==> config.mk <==
export PLATFORM = sky130hd
export DESIGN_NAME = tensor_core_scheduler
export DESIGN_NICKNAME = d
export VERILOG_FILES = /design/src/rtl/tensor_core_scheduler.sv
export SDC_FILE = /design/constraint.sdc
export NUM_CORES = 1
export LEC_CHECK = 0
export CORE_MARGIN = 2
export CORE_UTILIZATION = 54
export CTS_BUF_LIST = sky130_fd_sc_hd__clkbuf_8
export CTS_CLUSTER_SIZE = 14
export DETAILED_ROUTE_END_ITERATION = 8
export GPL_ROUTABILITY_DRIVEN = 0
export PLACE_DENSITY = 0.82
export SLEW_MARGIN = 20
export SYNTH_ARGS = -nofsm -noshare
export SYNTH_HDL_FRONTEND = slang
export SYNTH_SLANG_ARGS = --single-unit
export TNS_END_PERCENT = 10
==> constraint.sdc <==
create_clock -name clk -period 3.1 [get_ports clk]
set_input_delay 0.62 -clock clk [delete_from_list [all_inputs] [get_ports clk]]
set_output_delay 0.62 -clock clk [all_outputs]
set_load 0.05 [all_outputs]
==> src/rtl/tensor_core_scheduler.sv <==
// rtl/tensor_core_scheduler.sv - single-job TensorCore tile sequencer with per-phase watchdog
//
// Ports:
//   clk, rstn                  clock, synchronous reset (rstn=1 resets)
//   job_valid/job_id/job_ready job intake handshake
//   mem_req/mem_sel/mem_beat   operand beat request (sel 0=A, 1=B, 2=C), mem_ack completes a beat
//   tc_start, tc_fetch_done    one-cycle control pulses to the TensorCore
//   tc_idle/fetch/compute/write_back  TensorCore status inputs
//   res_valid/res_beat/res_id  result write-back beat capture
//   done, busy                 job-complete pulse, scheduler-active flag
//   err/err_code/clr_err       sticky error (1=timeout, 2=short write-back, 3=unexpected idle)
module tensor_core_scheduler #(
  parameter int A_BEATS = 2,
  parameter int B_BEATS = 4,
  parameter int C_BEATS = 8,
  parameter int BEAT_W  = 3,
  parameter int ID_W    = 8,
  parameter int TIMEOUT = 1024
) (
  input  logic              clk,
  input  logic              rstn,
  input  logic              job_valid,
  input  logic [ID_W-1:0]   job_id,
  output logic              job_ready,
  output logic              mem_req,
  output logic [1:0]        mem_sel,
  output logic [BEAT_W-1:0] mem_beat,
  input  logic              mem_ack,
  output logic              tc_start,
  output logic              tc_fetch_done,
  input  logic              tc_idle,
  input  logic              tc_fetch,
  input  logic              tc_compute,
  input  logic              tc_write_back,
  output logic              res_valid,
  output logic [BEAT_W-1:0] res_beat,
  output logic [ID_W-1:0]   res_id,
  output logic              done,
  output logic              busy,
  output logic              err,
  output logic [1:0]        err_code,
  input  logic              clr_err
);

  typedef enum logic [3:0] {
    S_IDLE, S_START, S_WAIT_FETCH, S_FETCH, S_FDONE,
    S_WAIT_WB, S_WB, S_WAIT_IDLE, S_ERROR
  } state_t;

  localparam logic [15:0]       WD_LAST = 16'(TIMEOUT - 1);
  localparam logic [BEAT_W-1:0] A_LAST  = BEAT_W'(A_BEATS - 1);
  localparam logic [BEAT_W-1:0] B_LAST  = BEAT_W'(B_BEATS - 1);
  localparam logic [BEAT_W-1:0] C_LAST  = BEAT_W'(C_BEATS - 1);

  state_t            state_q;
  logic [1:0]        sel_q;
  logic [BEAT_W-1:0] beat_q;
  logic [15:0]       wd_q;
  logic [ID_W-1:0]   res_id_q;
  logic [1:0]        err_code_q;
  logic              job_ready_q;
  logic              mem_req_q;
  logic              tc_start_q;
  logic              fetch_done_q;
  logic              res_valid_q;
  logic              done_q;
  logic              busy_q;
  logic              err_q;

  logic              fault_d;
  logic [1:0]        fault_code_d;

  // Compute phase progress is observed only; no decision depends on it.
  logic unused_compute;
  assign unused_compute = tc_compute;

  // Fault detection; timeout outranks unexpected idle, which outranks a short write-back.
  always_comb begin
    fault_d      = 1'b0;
    fault_code_d = 2'd0;
    if (state_q != S_IDLE && state_q != S_ERROR && wd_q == WD_LAST) begin
      fault_d      = 1'b1;
      fault_code_d = 2'd1;
    end else if (tc_idle && (state_q inside {S_WAIT_FETCH, S_FETCH, S_FDONE, S_WAIT_WB})) begin
      fault_d      = 1'b1;
      fault_code_d = 2'd3;
    end else if (state_q == S_WB && !tc_write_back && beat_q != C_LAST) begin
      fault_d      = 1'b1;
      fault_code_d = 2'd2;
    end
  end

  always_ff @(posedge clk) begin
    if (rstn) begin
      state_q      <= S_IDLE;
      sel_q        <= 2'd0;
      beat_q       <= '0;
      wd_q         <= 16'd0;
      res_id_q     <= '0;
      err_code_q   <= 2'd0;
      job_ready_q  <= 1'b1;
      mem_req_q    <= 1'b0;
      tc_start_q   <= 1'b0;
      fetch_done_q <= 1'b0;
      res_valid_q  <= 1'b0;
      done_q       <= 1'b0;
      busy_q       <= 1'b0;
      err_q        <= 1'b0;
    end else begin
      tc_start_q   <= 1'b0;
      fetch_done_q <= 1'b0;
      done_q       <= 1'b0;
      // Watchdog runs only while a job is in flight; each delivered beat restarts it.
      if (mem_ack || state_q == S_IDLE || state_q == S_ERROR) wd_q <= 16'd0;
      else                                                     wd_q <= wd_q + 16'd1;

      if (fault_d) begin
        state_q     <= S_ERROR;
        wd_q        <= 16'd0;
        err_q       <= 1'b1;
        err_code_q  <= fault_code_d;
        mem_req_q   <= 1'b0;
        res_valid_q <= 1'b0;
        job_ready_q <= 1'b0;
      end else begin
        case (state_q)
          S_IDLE: begin
            if (job_valid && job_ready_q) begin
              state_q     <= S_START;
              res_id_q    <= job_id;
              tc_start_q  <= 1'b1;
              busy_q      <= 1'b1;
              job_ready_q <= 1'b0;
            end else begin
              job_ready_q <= tc_idle;
            end
          end
          S_START: begin
            state_q <= S_WAIT_FETCH;
            wd_q    <= 16'd0;
          end
          S_WAIT_FETCH: begin
            if (tc_fetch) begin
              state_q   <= S_FETCH;
              wd_q      <= 16'd0;
              sel_q     <= 2'd0;
              beat_q    <= '0;
              mem_req_q <= 1'b1;
            end
          end
          S_FETCH: begin
            // sel/beat only move on an ack, so the request stays stable across stalls.
            if (mem_ack) begin
              if (sel_q == 2'd0 && beat_q == A_LAST) begin
                sel_q  <= 2'd1;
                beat_q <= '0;
              end else if (sel_q == 2'd1 && beat_q == B_LAST) begin
                sel_q  <= 2'd2;
                beat_q <= '0;
              end else if (sel_q == 2'd2 && beat_q == C_LAST) begin
                state_q      <= S_FDONE;
                wd_q         <= 16'd0;
                mem_req_q    <= 1'b0;
                fetch_done_q <= 1'b1;
                sel_q        <= 2'd0;
                beat_q       <= '0;
              end else begin
                beat_q <= beat_q + 1'b1;
              end
            end
          end
          S_FDONE: begin
            state_q <= S_WAIT_WB;
            wd_q    <= 16'd0;
          end
          S_WAIT_WB: begin
            // The first write-back beat is the cycle tc_write_back rises; it shows up as beat 0.
            if (tc_write_back) begin
              state_q     <= S_WB;
              wd_q        <= 16'd0;
              beat_q      <= '0;
              res_valid_q <= 1'b1;
            end
          end
          S_WB: begin
            if (beat_q == C_LAST) begin
              state_q     <= S_WAIT_IDLE;
              wd_q        <= 16'd0;
              beat_q      <= '0;
              res_valid_q <= 1'b0;
            end else begin
              beat_q <= beat_q + 1'b1;
            end
          end
          S_WAIT_IDLE: begin
            // job_ready stays low during the done cycle so the next accept lands one cycle later.
            if (tc_idle) begin
              state_q     <= S_IDLE;
              wd_q        <= 16'd0;
              done_q      <= 1'b1;
              busy_q      <= 1'b0;
              job_ready_q <= 1'b0;
            end
          end
          S_ERROR: begin
            if (clr_err) begin
              state_q     <= S_IDLE;
              err_q       <= 1'b0;
              err_code_q  <= 2'd0;
              busy_q      <= 1'b0;
              job_ready_q <= tc_idle;
            end
          end
          default: state_q <= S_IDLE;
        endcase
      end
    end
  end

  assign job_ready     = job_ready_q;
  assign mem_req       = mem_req_q;
  assign mem_sel       = mem_req_q ? sel_q : 2'd0;
  assign mem_beat      = mem_req_q ? beat_q : '0;
  assign tc_start      = tc_start_q;
  assign tc_fetch_done = fetch_done_q;
  assign res_valid     = res_valid_q;
  assign res_beat      = res_valid_q ? beat_q : '0;
  assign res_id        = res_id_q;
  assign done          = done_q;
  assign busy          = busy_q;
  assign err           = err_q;
  assign err_code      = err_code_q;

endmodule

==> metrics.txt, run 1 <==
fmax=411 MHz; Num CTS Buffers=5; via/cell ratio=5.57; RSZ-0062 raised after global routing=false; final HPWL from detailed placement=3450 um; full die area=4750 um2; layout cells sized above 1=0.105; Slew Limit Fails=0; Setup crit end kind=flop; post-CTS setup repair buffer count=0; worst reg2reg setup slack=670 ps; status=finished, final reports clean; first-pass GRT wire length=7550 um; CTS sink cnt=43; Routed Antenna Nets=0; Max Root-Sink Buffers=2; Fill cells=332; Yosys cell types=52; Final Cell Area=2820 um2; vias in the first global route=1671; post-synthesis sequential area ratio=0.378; most frequent cells in the layout=dfxtp_1, clkdlybuf4s50_1, nand2_1; detailed-route wire length=4840 um; wire per inst=13.7 um; Worst R2R Path Depth=7; Slew @ Worst Pin=621 ps; syn_nets=284; row count=23; H-tree depth=2; # nets final=325; r2r startpoint=beat_q[0]$_SDFFE_PP0P_; final setup fails=0; Layout Skew=10.7 ps; DRT iter0 DRCs=200; CP arrival=2660 ps; Synth Instances=262; GR Overflow Total=0; EDFF count, synth=0; Pleak=0.979 nW; CTS tree=built; Synth top area share=0.378; critical path class=flop to flop; final hold vios=0; largest net degree at the start of global routing=21; fin cells=354; Placed Area=2700 um2; Max IR drop VDD=0.000331 V; vias post-DR=1972; worst hold path cell count=2; synthesis-stage register bit count=43; clock root buffer master=clkbuf_8; P per Cell Area=671 nW/um2; syn avg cell area=8.69 um2; Initial Util=0.565; Worst EP required=3330 ps; fin crit period=2430 ps; die height=68.9 um; drc violations=0; CP Max Fanout=16; port buffer count=41; initial antenna violation count=0; area grow syn2layout=23.9%; Yosys warnings=0; DIE WIDTH=68.9 um; setup TNS=0 ps; Max-slew headroom=0.586; max-capacitance violation count=0; Ports=43; # diodes=0; placed cells=346; Core Area=4030 um2; fin crit share=0.784; Synth area leaders=dfxtp_1, nand2_1, a21oi_1; cts repair resizes=0; cts hold-fix bufs=0; commonest non-fill, non-tap cell in the layout=dfxtp_1; fraction of registers with async set/reset=0; DR pass1 iterations=5; HP Class=flop to flop; Main synth FF type=dfxtp_1; fin util=0.700; mapped cell area=2280 um2; HP Start=res_id[4]$_SDFFE_PP0P_; Clock Pin Slew Worst Setup and Hold Paths=90 ps; post-synth top area cell=dfxtp_1; worst min-delay path endpoint=res_id[4]$_SDFFE_PP0P_; clk_lat worst skew=300 ps; startpoint class of the critical path=flop; Reg2Reg Capture Point=wd_q[6]$_SDFF_PP0_; Overall Global Routing Usage=0.213
-- where the power goes --
group / switching, mW / total, mW / internal, mW
clock network: 0.203 / 0.448 / 0.244
registers: 0.0760 / 0.694 / 0.618
logic: 0.471 / 0.752 / 0.280
total: 0.751 / 1.89 / 1.14
-- final cells by class --
type                       instances  area, um2  area share
clock buffer                       5       68.8      0.0244
clock inverter                     3       47.5      0.0169
inverter                           7       26.3     0.00932
multi-input combinational        200       1310       0.463
sequential                        43        861       0.305
tap                               50       62.6      0.0222
timing repair buffer              46        448       0.159
-- synth_stat cells, types with 6 or more instances --
library cell,instances
inv_1,7
dfxtp_1,43
nor2_4,8
a21oi_1,20
xnor2_1,6
nor2b_1,6
nand3_1,11
and2_1,8
o21ai_0,7
nand2_1,32
nor2_1,23
xor2_1,9
-- worst max-delay path by stage --
stage | startpoint | end | slack [ps]
final | beat_q[0]$_SDFFE_PP0P_ | wd_q[6]$_SDFF_PP0_ | 670
after global routing | beat_q[0]$_SDFFE_PP0P_ | wd_q[3]$_SDFF_PP0_ | 520
after CTS | beat_q[0]$_SDFFE_PP0P_ | wd_q[6]$_SDFF_PP0_ | 670
after detailed placement | tc_idle | wd_q[6]$_SDFF_PP0_ | 420
after global placement | tc_idle | wd_q[3]$_SDFF_PP0_ | 440
after floorplan | beat_q[0]$_SDFFE_PP0P_ | wd_q[10]$_SDFF_PP0_ | 960
-- metrics by stage --
stage / total power [mW] / hold slack, ps / setup slack, ps
2_1_floorplan: 1.27 / 439 / 959
4_1_cts: 1.90 / 459 / 672
3_5_place_dp: 1.45 / 446 / 420
6_report: 1.89 / 458 / 669
5_1_grt: 1.99 / 483 / 519
3_3_place_gp: 1.44 / 442 / 436
-- metal layers --
layer / wire (um) / part of all wire / vias to the layer above / GRT usage
li1: - / - / 996 / -
met1: 2150 / 0.44 / 909 / 0.265
met2: 2390 / 0.49 / 59 / 0.357
met3: 222 / 0.046 / 8 / 0.0536
met4: 80 / 0.017 / 0 / 0.0760
met5: 0 / 0 / - / 0
-- state kept, by name (all words and copies together), names as in the netlist --
register       cells
beat_q             3
busy               1
done               1
err                1
err_code           2
job_ready          1
mem_req            1
res_id             8
res_valid          1
sel_q              2
state_q            4
tc_fetch_done      1
tc_start           1
wd_q              16
-- critical path: stages (launching register included) --
cell and delay, ps:
dfxtp_1 420, ha_1 230, ha_1 300, nor2_1 140, a22oi_4 240, o211ai_4 160, or4_4 690, nor2_1 160
-- cell families after synthesis --
| logic type | share of synthesized area |
|---|---|
| AO/OA/AOI/OAI | 0.150 |
| XOR/XNOR | 0.0577 |
| adder cells (fa/ha/maj) | 0.0275 |
| buffers and inverters | 0.0478 |
| flip-flops | 0.378 |
| multiplexers | 0.0176 |
| AND/OR/NAND/NOR | 0.321 |
Note: power is estimated with default switching activity, not from simulation.
==> run 2, diff against run 1 <==
clock period = 2.5 ns   (was 3.1 ns; I/O delays follow)
==> run 2 against run 1 <==
Clock skew rose by 3.6 ps. Combinational power grew 22%. Global-route usage grew 0.63 points. Total power is 18% higher. Via count rose by 1.4%. Utilization fell by 0.062 points. Critical path type unchanged. Critical endpoint unchanged. Largest cell class unchanged. Highest routed layer unchanged.
==> metrics.txt, run 2 (synthesis results as in run 1) <==
Placed Area=2730 um2 (+0.83%); Comb power frac=0.410 (+0.013); fin util=0.699 (about the same); H-tree depth=2 (unchanged); Slowest cell on crit path=or4_4; full die area=4750 um2 (unchanged); fin crit share=0.898 (+0.114); DRT iter0 DRCs=171 (-14%); Slew Limit Fails=0 (unchanged); # diodes=0 (unchanged); Reg2Reg Capture Point=wd_q[6]$_SDFF_PP0_; area grow syn2layout=23.8% (about the same); worst reg2reg setup slack=250 ps (-410 ps); status=finished, final reports clean; worst min-delay path endpoint=res_id[5]$_SDFFE_PP0P_; GR Overflow Total=0 (unchanged); Routed Antenna Nets=0 (unchanged); hold slack=457 ps (-1.12 ps); vias post-DR=1999 (+1.4%); HP Start=res_id[5]$_SDFFE_PP0P_; setup TNS=0 ps (unchanged); Pleak=0.972 nW (-0.66%); # nets final=328 (+0.92%); Most common cell on crit path=nor2_1; Layout Skew=14.3 ps (+3.59 ps); layout cells sized above 1=0.117 (+0.0120); Biggest register=wd_q; Flop pwr share=0.392 (+0.026); RSZ-0062 raised after global routing=false; Max-slew headroom=0.580 (-0.00584); placed cells=349 (+0.87%); Clock Pin Slew Worst Setup and Hold Paths=90 ps (about the same); DIE WIDTH=68.9 um (unchanged); HP Class=flop to flop; fin cells=357 (+0.85%); max reg flops=16 (unchanged); P per Cell Area=794 nW/um2 (+18%); CTS sink cnt=43 (unchanged); delay-heaviest family, CP=simple AND/OR/NAND/NOR gates; Overall Global Routing Usage=0.220 (+0.00627); clock power share=0.199 (-0.038); P_int=1.31 mW (+15%); Initial Util=0.565 (unchanged); detailed-route wire length=4850 um (+0.17%); Setup crit end kind=flop; startpoint class of the critical path=flop; Num CTS Buffers=5 (unchanged); Max Root-Sink Buffers=2 (unchanged); max-capacitance violation count=0 (unchanged); most frequent cells in the layout=dfxtp_1, clkdlybuf4s50_1, nand2_1; clk_lat worst skew=310 ps (about the same); port buffer count=41 (unchanged); initial antenna violation count=0 (unchanged); Core Area=4030 um2 (unchanged); final hold vios=0 (unchanged); final HPWL from detailed placement=3600 um (+4.4%); clock root buffer master=clkbuf_8; worst hold path cell count=2 (unchanged); commonest non-fill, non-tap cell in the layout=dfxtp_1; Worst EP required=2730 ps (-600 ps); Buf/Inv on CP=0 (unchanged); row count=23 (unchanged); Fill cells=316 (-4.8%); CTS tree=built; r2r startpoint=beat_q[0]$_SDFFE_PP0P_; cts hold-fix bufs=0 (unchanged); Ports=43 (unchanged); sw power=0.928 mW (+24%); Sw Share=0.414 (+0.0179); largest net degree at the start of global routing=21 (unchanged); Max IR drop VDD=0.000488 V (+47%); CP Max Fanout=16 (unchanged); Worst R2R Path Depth=7 (unchanged); fin crit period=2250 ps (-185 ps); drc violations=0 (unchanged); Cell Chain, Critical Path=ha_1 > ha_2 > nor2_1 > a22oi_4 > o211ai_4 > or4_4 > nor2_1; Final Cell Area=2820 um2 (about the same); Worst path max stage delay=670 ps (-20 ps); via/cell ratio=5.60 (+0.52%); fmax=445 MHz (+8.2%); vias in the first global route=1734 (+3.8%); die height=68.9 um (unchanged); DR pass1 iterations=4 (-1); final setup fails=0 (unchanged); first-pass GRT wire length=7740 um (+2.6%); wire per inst=13.6 um (-0.68%); critical path class=flop to flop; CP arrival=2480 ps (-180 ps); Slew @ Worst Pin=624 ps (+3.01 ps)
[run 2: cell types whose count changed in the layout (fill, tap and decap cells not counted), sizes merged]
cell,before,now
buf,5,8
bufinv,1,0
clkinvlp,0,2
inv,8,7
[run 2: final cells by class]
class	count	area (um2)	share of cell area
multi-input combinational	200	1310	0.464
tap	50	62.6	0.0222
inverter	7	26.3	0.00933
clock buffer	5	68.8	0.0244
timing repair buffer	49	470	0.167
clock inverter	3	20.0	0.00710
sequential	43	861	0.306
[run 2: repair_timing]
action | CTS | global route
setup buffers | 0 | 0
hold endpoints to repair | 0 | 0
setup endpoints to repair | 0 | 4
gates resized for setup | 0 | 1
[run 2: how the worst max path moves through the flow]
stage,start,to,slack (ps),cells past startpoint
after floorplan,beat_q[0]$_SDFFE_PP0P_,wd_q[10]$_SDFF_PP0_,360,9
after global placement,tc_write_back,wd_q[5]$_SDFF_PP0_,120,6
after detailed placement,tc_write_back,wd_q[4]$_SDFF_PP0_,80,6
after CTS,beat_q[0]$_SDFFE_PP0P_,wd_q[7]$_SDFF_PP0_,150,7
after global routing,beat_q[0]$_SDFFE_PP0P_,wd_q[5]$_SDFF_PP0_,80,7
final,beat_q[0]$_SDFFE_PP0P_,wd_q[6]$_SDFF_PP0_,250,7
[run 2: per-layer routing]
layer / track usage / vias to the layer above / part of all wire
met5: 0 / - / 0
met4: 0.0980 / 0 / 0.023
met3: 0.0552 / 10 / 0.053
met2: 0.374 / 62 / 0.49
met1: 0.260 / 931 / 0.43
li1: - / 996 / -
[run 2: tightest hold or removal path: stages, from the launching register on]
cell	delay, ps
dfxtp_1	320
nand2_1	50
a21oi_1	50
[run 2: power groups by stage]
stage | logic [mW] | clock network [mW] | registers [mW]
after floorplan | 0.541 | 0 | 1.03
after global placement | 0.904 | 0 | 0.889
after detailed placement | 0.915 | 0 | 0.891
after CTS | 0.920 | 0.459 | 0.876
after global routing | 1.00 | 0.484 | 0.893
final | 0.917 | 0.444 | 0.877
[run 2: per-stage QoR]
| step | power (mW) | worst slack [ps] |
|---|---|---|
| floorplan | 1.57 | 359 |
| global placement | 1.79 | 119 |
| detailed placement | 1.81 | 82.8 |
| CTS | 2.26 | 153 |
| global route | 2.38 | 82.3 |
| finish | 2.24 | 255 |
==> edit 1, RTL diff (settings of run 1) <==
`ID_W`: 8 -> 10.
--- a/src/rtl/tensor_core_scheduler.sv
+++ b/src/rtl/tensor_core_scheduler.sv
@@ -14,7 +14,7 @@
   parameter int B_BEATS = 4,
   parameter int C_BEATS = 8,
   parameter int BEAT_W  = 3,
-  parameter int ID_W    = 8,
+  parameter int ID_W    = 10,
   parameter int TIMEOUT = 1024
 ) (
   input  logic              clk,
Interface: changed (resized job_id and res_id); port bits go from 43 to 47. The function was not compared with the original's and may differ.
==> edit 1 against run 1 <==
- synthesized area grew 1.6%
- cell area grew 2.9%
- sequential cell count grew 2
- total power grew 1.1%
- worst setup slack gained 85 ps
- cell count grew 5.1%
- hold slack lost 1.6 ps
- clock skew is essentially flat
- routed wire length grew 3.9%
- critical path type unchanged
- highest routed layer unchanged
==> edit 1: results (changes against run 1) <==
* Run status: finished, final reports clean (unchanged)
* Unique cell type count in the Yosys netlist: 57 (was 52)
- The actual slew at the worst max-slew pin is 577 ps (was 621 ps).
- Total detailed-routing wirelength: 5030 um (was 4840 um)
* Highest fanout seen on the critical path: 7 (was 16)
* Proportion of layout cells with a drive suffix above 1: 0.0839 (was 0.105)
- The critical path's top delay family is compound AO/OA/AOI/OAI gates (was simple AND/OR/NAND/NOR gates).
- The flop-to-flop setup slack was 750 ps (was 670 ps).
* Leak Pwr: 1.00 nW (was 0.979 nW)
- The total vias in the final route is 2,030 (was 1,972).
- Worst EP arrival: 2530 ps (was 2660 ps)
- Sequential power: 0.699 mW (was 0.694 mW)
- The mux share of post-synthesis cell area is 0.00866 (was 0.0176).
- Synthesized-area fraction occupied by ao, oa, aoi and oai cells: 0.148 (was 0.150)
* Setup WS post-layout: 754 ps (was 669 ps)
- Non-clock buffer count in the final layout: 50 (was 46)
* Slowest cell on the critical path: dfxtp_1 (was or4_4)
* Half-perimeter wire length of the detailed placement result: 3620 um (was 3450 um)
- Share of the yosys chip area belonging to registers: 0.390 (was 0.378)
* # nets final: 345 (was 325)
- The arithmetic-cell share of the synthesized area counting full adders, half adders and majority gates came to 0.0271 (was 0.0275).
* Layout non-clock buf frac: 0.168 (was 0.159)
* Delay of the slowest cell on the worst path: 420 ps (was 690 ps)
- The total of buffers placed on input and output ports is 45 (was 41).
- Footprint of the flip-flops and latches: 901 um2 (was 861 um2)
- Synth top area cells: dfxtp_1, nand2_1, nor2_1, a21oi_1, xor2_1 (was dfxtp_1, nand2_1, a21oi_1, nor2_4, nor2_1)
- Number of placed instances, taps included: 364 (was 346)
* Last element of the critical path: beat_q[2] (was wd_q[6])
* Via count of the first global-routing pass: 1,904 (was 1,671)
- The fill cell instance count of the final layout came to 328 (was 332).
[edit 1: routing by layer]
layer	wire, um	vias to the layer above	part of all wire	GRT usage
met1	2360	938	0.47	0.277
li1	-	1048	-	-
met2	2430	40	0.48	0.347
met5	0	-	0	0
met4	43	0	0.0085	0.0654
met3	207	4	0.041	0.0451
[edit 1: kinds of logic (layout without fill, tap and decap cells)]
group | Yosys count | in the layout
mux | 2 | 2
buf+inv | 20 | 65
simple gates | 141 | 141
fa+ha+maj | 5 | 5
compound gates | 48 | 48
xor+xnor | 16 | 16
flops | 45 | 45
[edit 1: metrics by stage]
stage,hold slack (ps),area [um2],utilization
finish,457,2900,0.715
global route,480,2900,0.715
CTS,457,2900,0.715
detailed placement,446,2770,0.681
global placement,440,2770,0.681
floorplan,430,2310,-
[edit 1: tightest hold or removal path, cell delays in order (launching register included)]
cell and delay, ps:
dfxtp_1 310, nand2_1 50, a21oi_1 50
==> edit 2, RTL diff (flow settings as in run 1) <==
Made on the original files. Reset style: asynchronous (`rstn`), changed in one clocked block. Comments in the files are not updated.
--- a/src/rtl/tensor_core_scheduler.sv
+++ b/src/rtl/tensor_core_scheduler.sv
@@ -90,7 +90,7 @@
     end
   end
 
-  always_ff @(posedge clk) begin
+  always_ff @(posedge clk or posedge rstn) begin
     if (rstn) begin
       state_q      <= S_IDLE;
       sel_q        <= 2'd0;
Function: differs if rstn is asserted again (counterexample within 4 cycles, from zero or initial values and one cycle with rstn high); with rstn held inactive, the same outputs for 4 cycles.
==> edit 2 against run 1 <==
- worst setup slack better by 38 ps
- synthesized area is 5.7% higher
- routed wire length is 0.91% lower
- cell area is 4.4% higher
- combinational power is 49% higher
- critical path depth is 1 lower
- largest cell class unchanged
- cell count is 3.4% lower
- clock power is 1% higher
- total power is 27% higher
- sequential cell count stayed put
- highest routed layer unchanged
- synthesized cell count is 5.3% lower
- sequential share of layout area is 6.1 points higher
==> edit 2: results (changes against run 1) <==
- Unique cell type count in the Yosys netlist: 50 (was 52)
- The cell internal power dissipation was 1.36 mW (was 1.14 mW).
- The wire length of the first global-routing pass was 8450 um (was 7550 um).
* Half-perimeter wire length of the detailed placement result: 3420 um (was 3450 um)
- Number of clock buffers in the layout: 6 (was 5)
- The global-route track usage on met2 came to 0.379 (was 0.357).
* Leak Pwr: 1.26 nW (was 0.979 nW)
- Detail Route met3 WL: 126 um (was 222 um)
- The combined global-route utilization of all metal layers came to 0.209 (was 0.213).
* Number of placed instances, taps included: 334 (was 346)
* Delay of the slowest cell on the worst path: 480 ps (was 690 ps)
- Clock network area share: 0.0399 (was 0.0413)
* Pre-CTS setup slack: 507 ps (was 420 ps)
- The layout cell share with drive strength beyond 1 was 0.121 (was 0.105).
- Wl on met1: 2050 um (was 2150 um)
* First DRT Iteration DRCs: 135 (was 200)
- The multi-input logic cell count is 186 (was 200).
- The total wire length after detailed routing was 4800 um (was 4840 um).
- Run status: finished, final reports clean (unchanged).
- The number of synthesized register bits was 43 (unchanged).
- The number of detailed-route iterations in the first pass was 4 (was 5).
* Footprint of the flip-flops and latches: 0.00108 mm2 (was 861 um2)
- The wire length on met2 came to 2550 um (was 2390 um).
- The met1 global-route usage came to 0.248 (was 0.265).
- Multi-input combinational area share: 0.414 (was 0.463)
* Layout non-clock buf frac: 0.147 (was 0.159)
- The switching power summed over all nets was 1.04 mW (was 0.751 mW).
- The pin count of the biggest net entering global routing was 44 (was 21).
- The worst-path maximum fanout is 16 (unchanged).
- Invs w/o clock: 9 (was 7)
* # nets final: 311 (was 325)
- Filler cells: 364 (was 332)
* Slowest cell on the critical path: o211ai_4 (was or4_4)
* Multi-input combinational cell area: 0.00122 mm2 (was 0.00131 mm2)
- Clock distribution power: 0.454 mW (was 0.448 mW)
* Worst max-slew margin expressed relative to the limit: 0.630 (was 0.586)
* Number of nets produced by synthesis: 270 (was 284)
* Clock Pin Slew Worst Setup and Hold Paths: 80 ps
* Async set or reset register ratio after synthesis: 1.00 (was 0)
- Share of the yosys chip area belonging to registers: 0.448 (was 0.378)
- Via density per instance: 5.48 (was 5.57)
* Commonest cells in the synthesized netlist: dfrtp_1, nand2_1, nor2_1, a21oi_1, nand3_1 (was dfxtp_1, nand2_1, nor2_1, a21oi_1, nand3_1)
* Syn Area/Cell: 9.70 um2 (was 8.69 um2)
- Worst EP arrival: 2560 ps (was 2660 ps)
- Non-clock buffer count in the final layout: 44 (was 46)
## edit 2: final timing paths
| check | cells after the start | slack, ps | endpoint | from |
|---|---|---|---|---|
| min in group asynchronous | 3 | 770 | res_id[3] | rstn |
| worst max-delay path | 6 | 710 | wd_q[6] | wd_q[0] |
| max in group asynchronous | 3 | 1960 | job_ready | rstn |
| worst min register to register | 2 | 480 | res_id[3] | res_id[3] |
| worst min-delay path | 2 | 480 | res_id[3] | res_id[3] |
| worst max register to register | 6 | 710 | wd_q[6] | wd_q[0] |
## edit 2: kinds of logic (layout without fill, tap and decap cells)
group,count (synthesis),in the layout,share of synthesized area
DFF,43,43,0.448
adders and majority gates,5,5,0.0260
buffers and inverters,19,61,0.0453
and+or+nand+nor,132,132,0.320
muxes,7,7,0.0307
AOI/OAI and AO/OA,27,27,0.0749
xor gates and xnor gates,15,15,0.0546
## edit 2: worst max-delay path: cells and delay by family (launching register included)
family	cells	cell delay, ps
DFF	1	430
adders and majority gates	1	280
and+or+nand+nor	4	1080
AOI/OAI and AO/OA	1	480
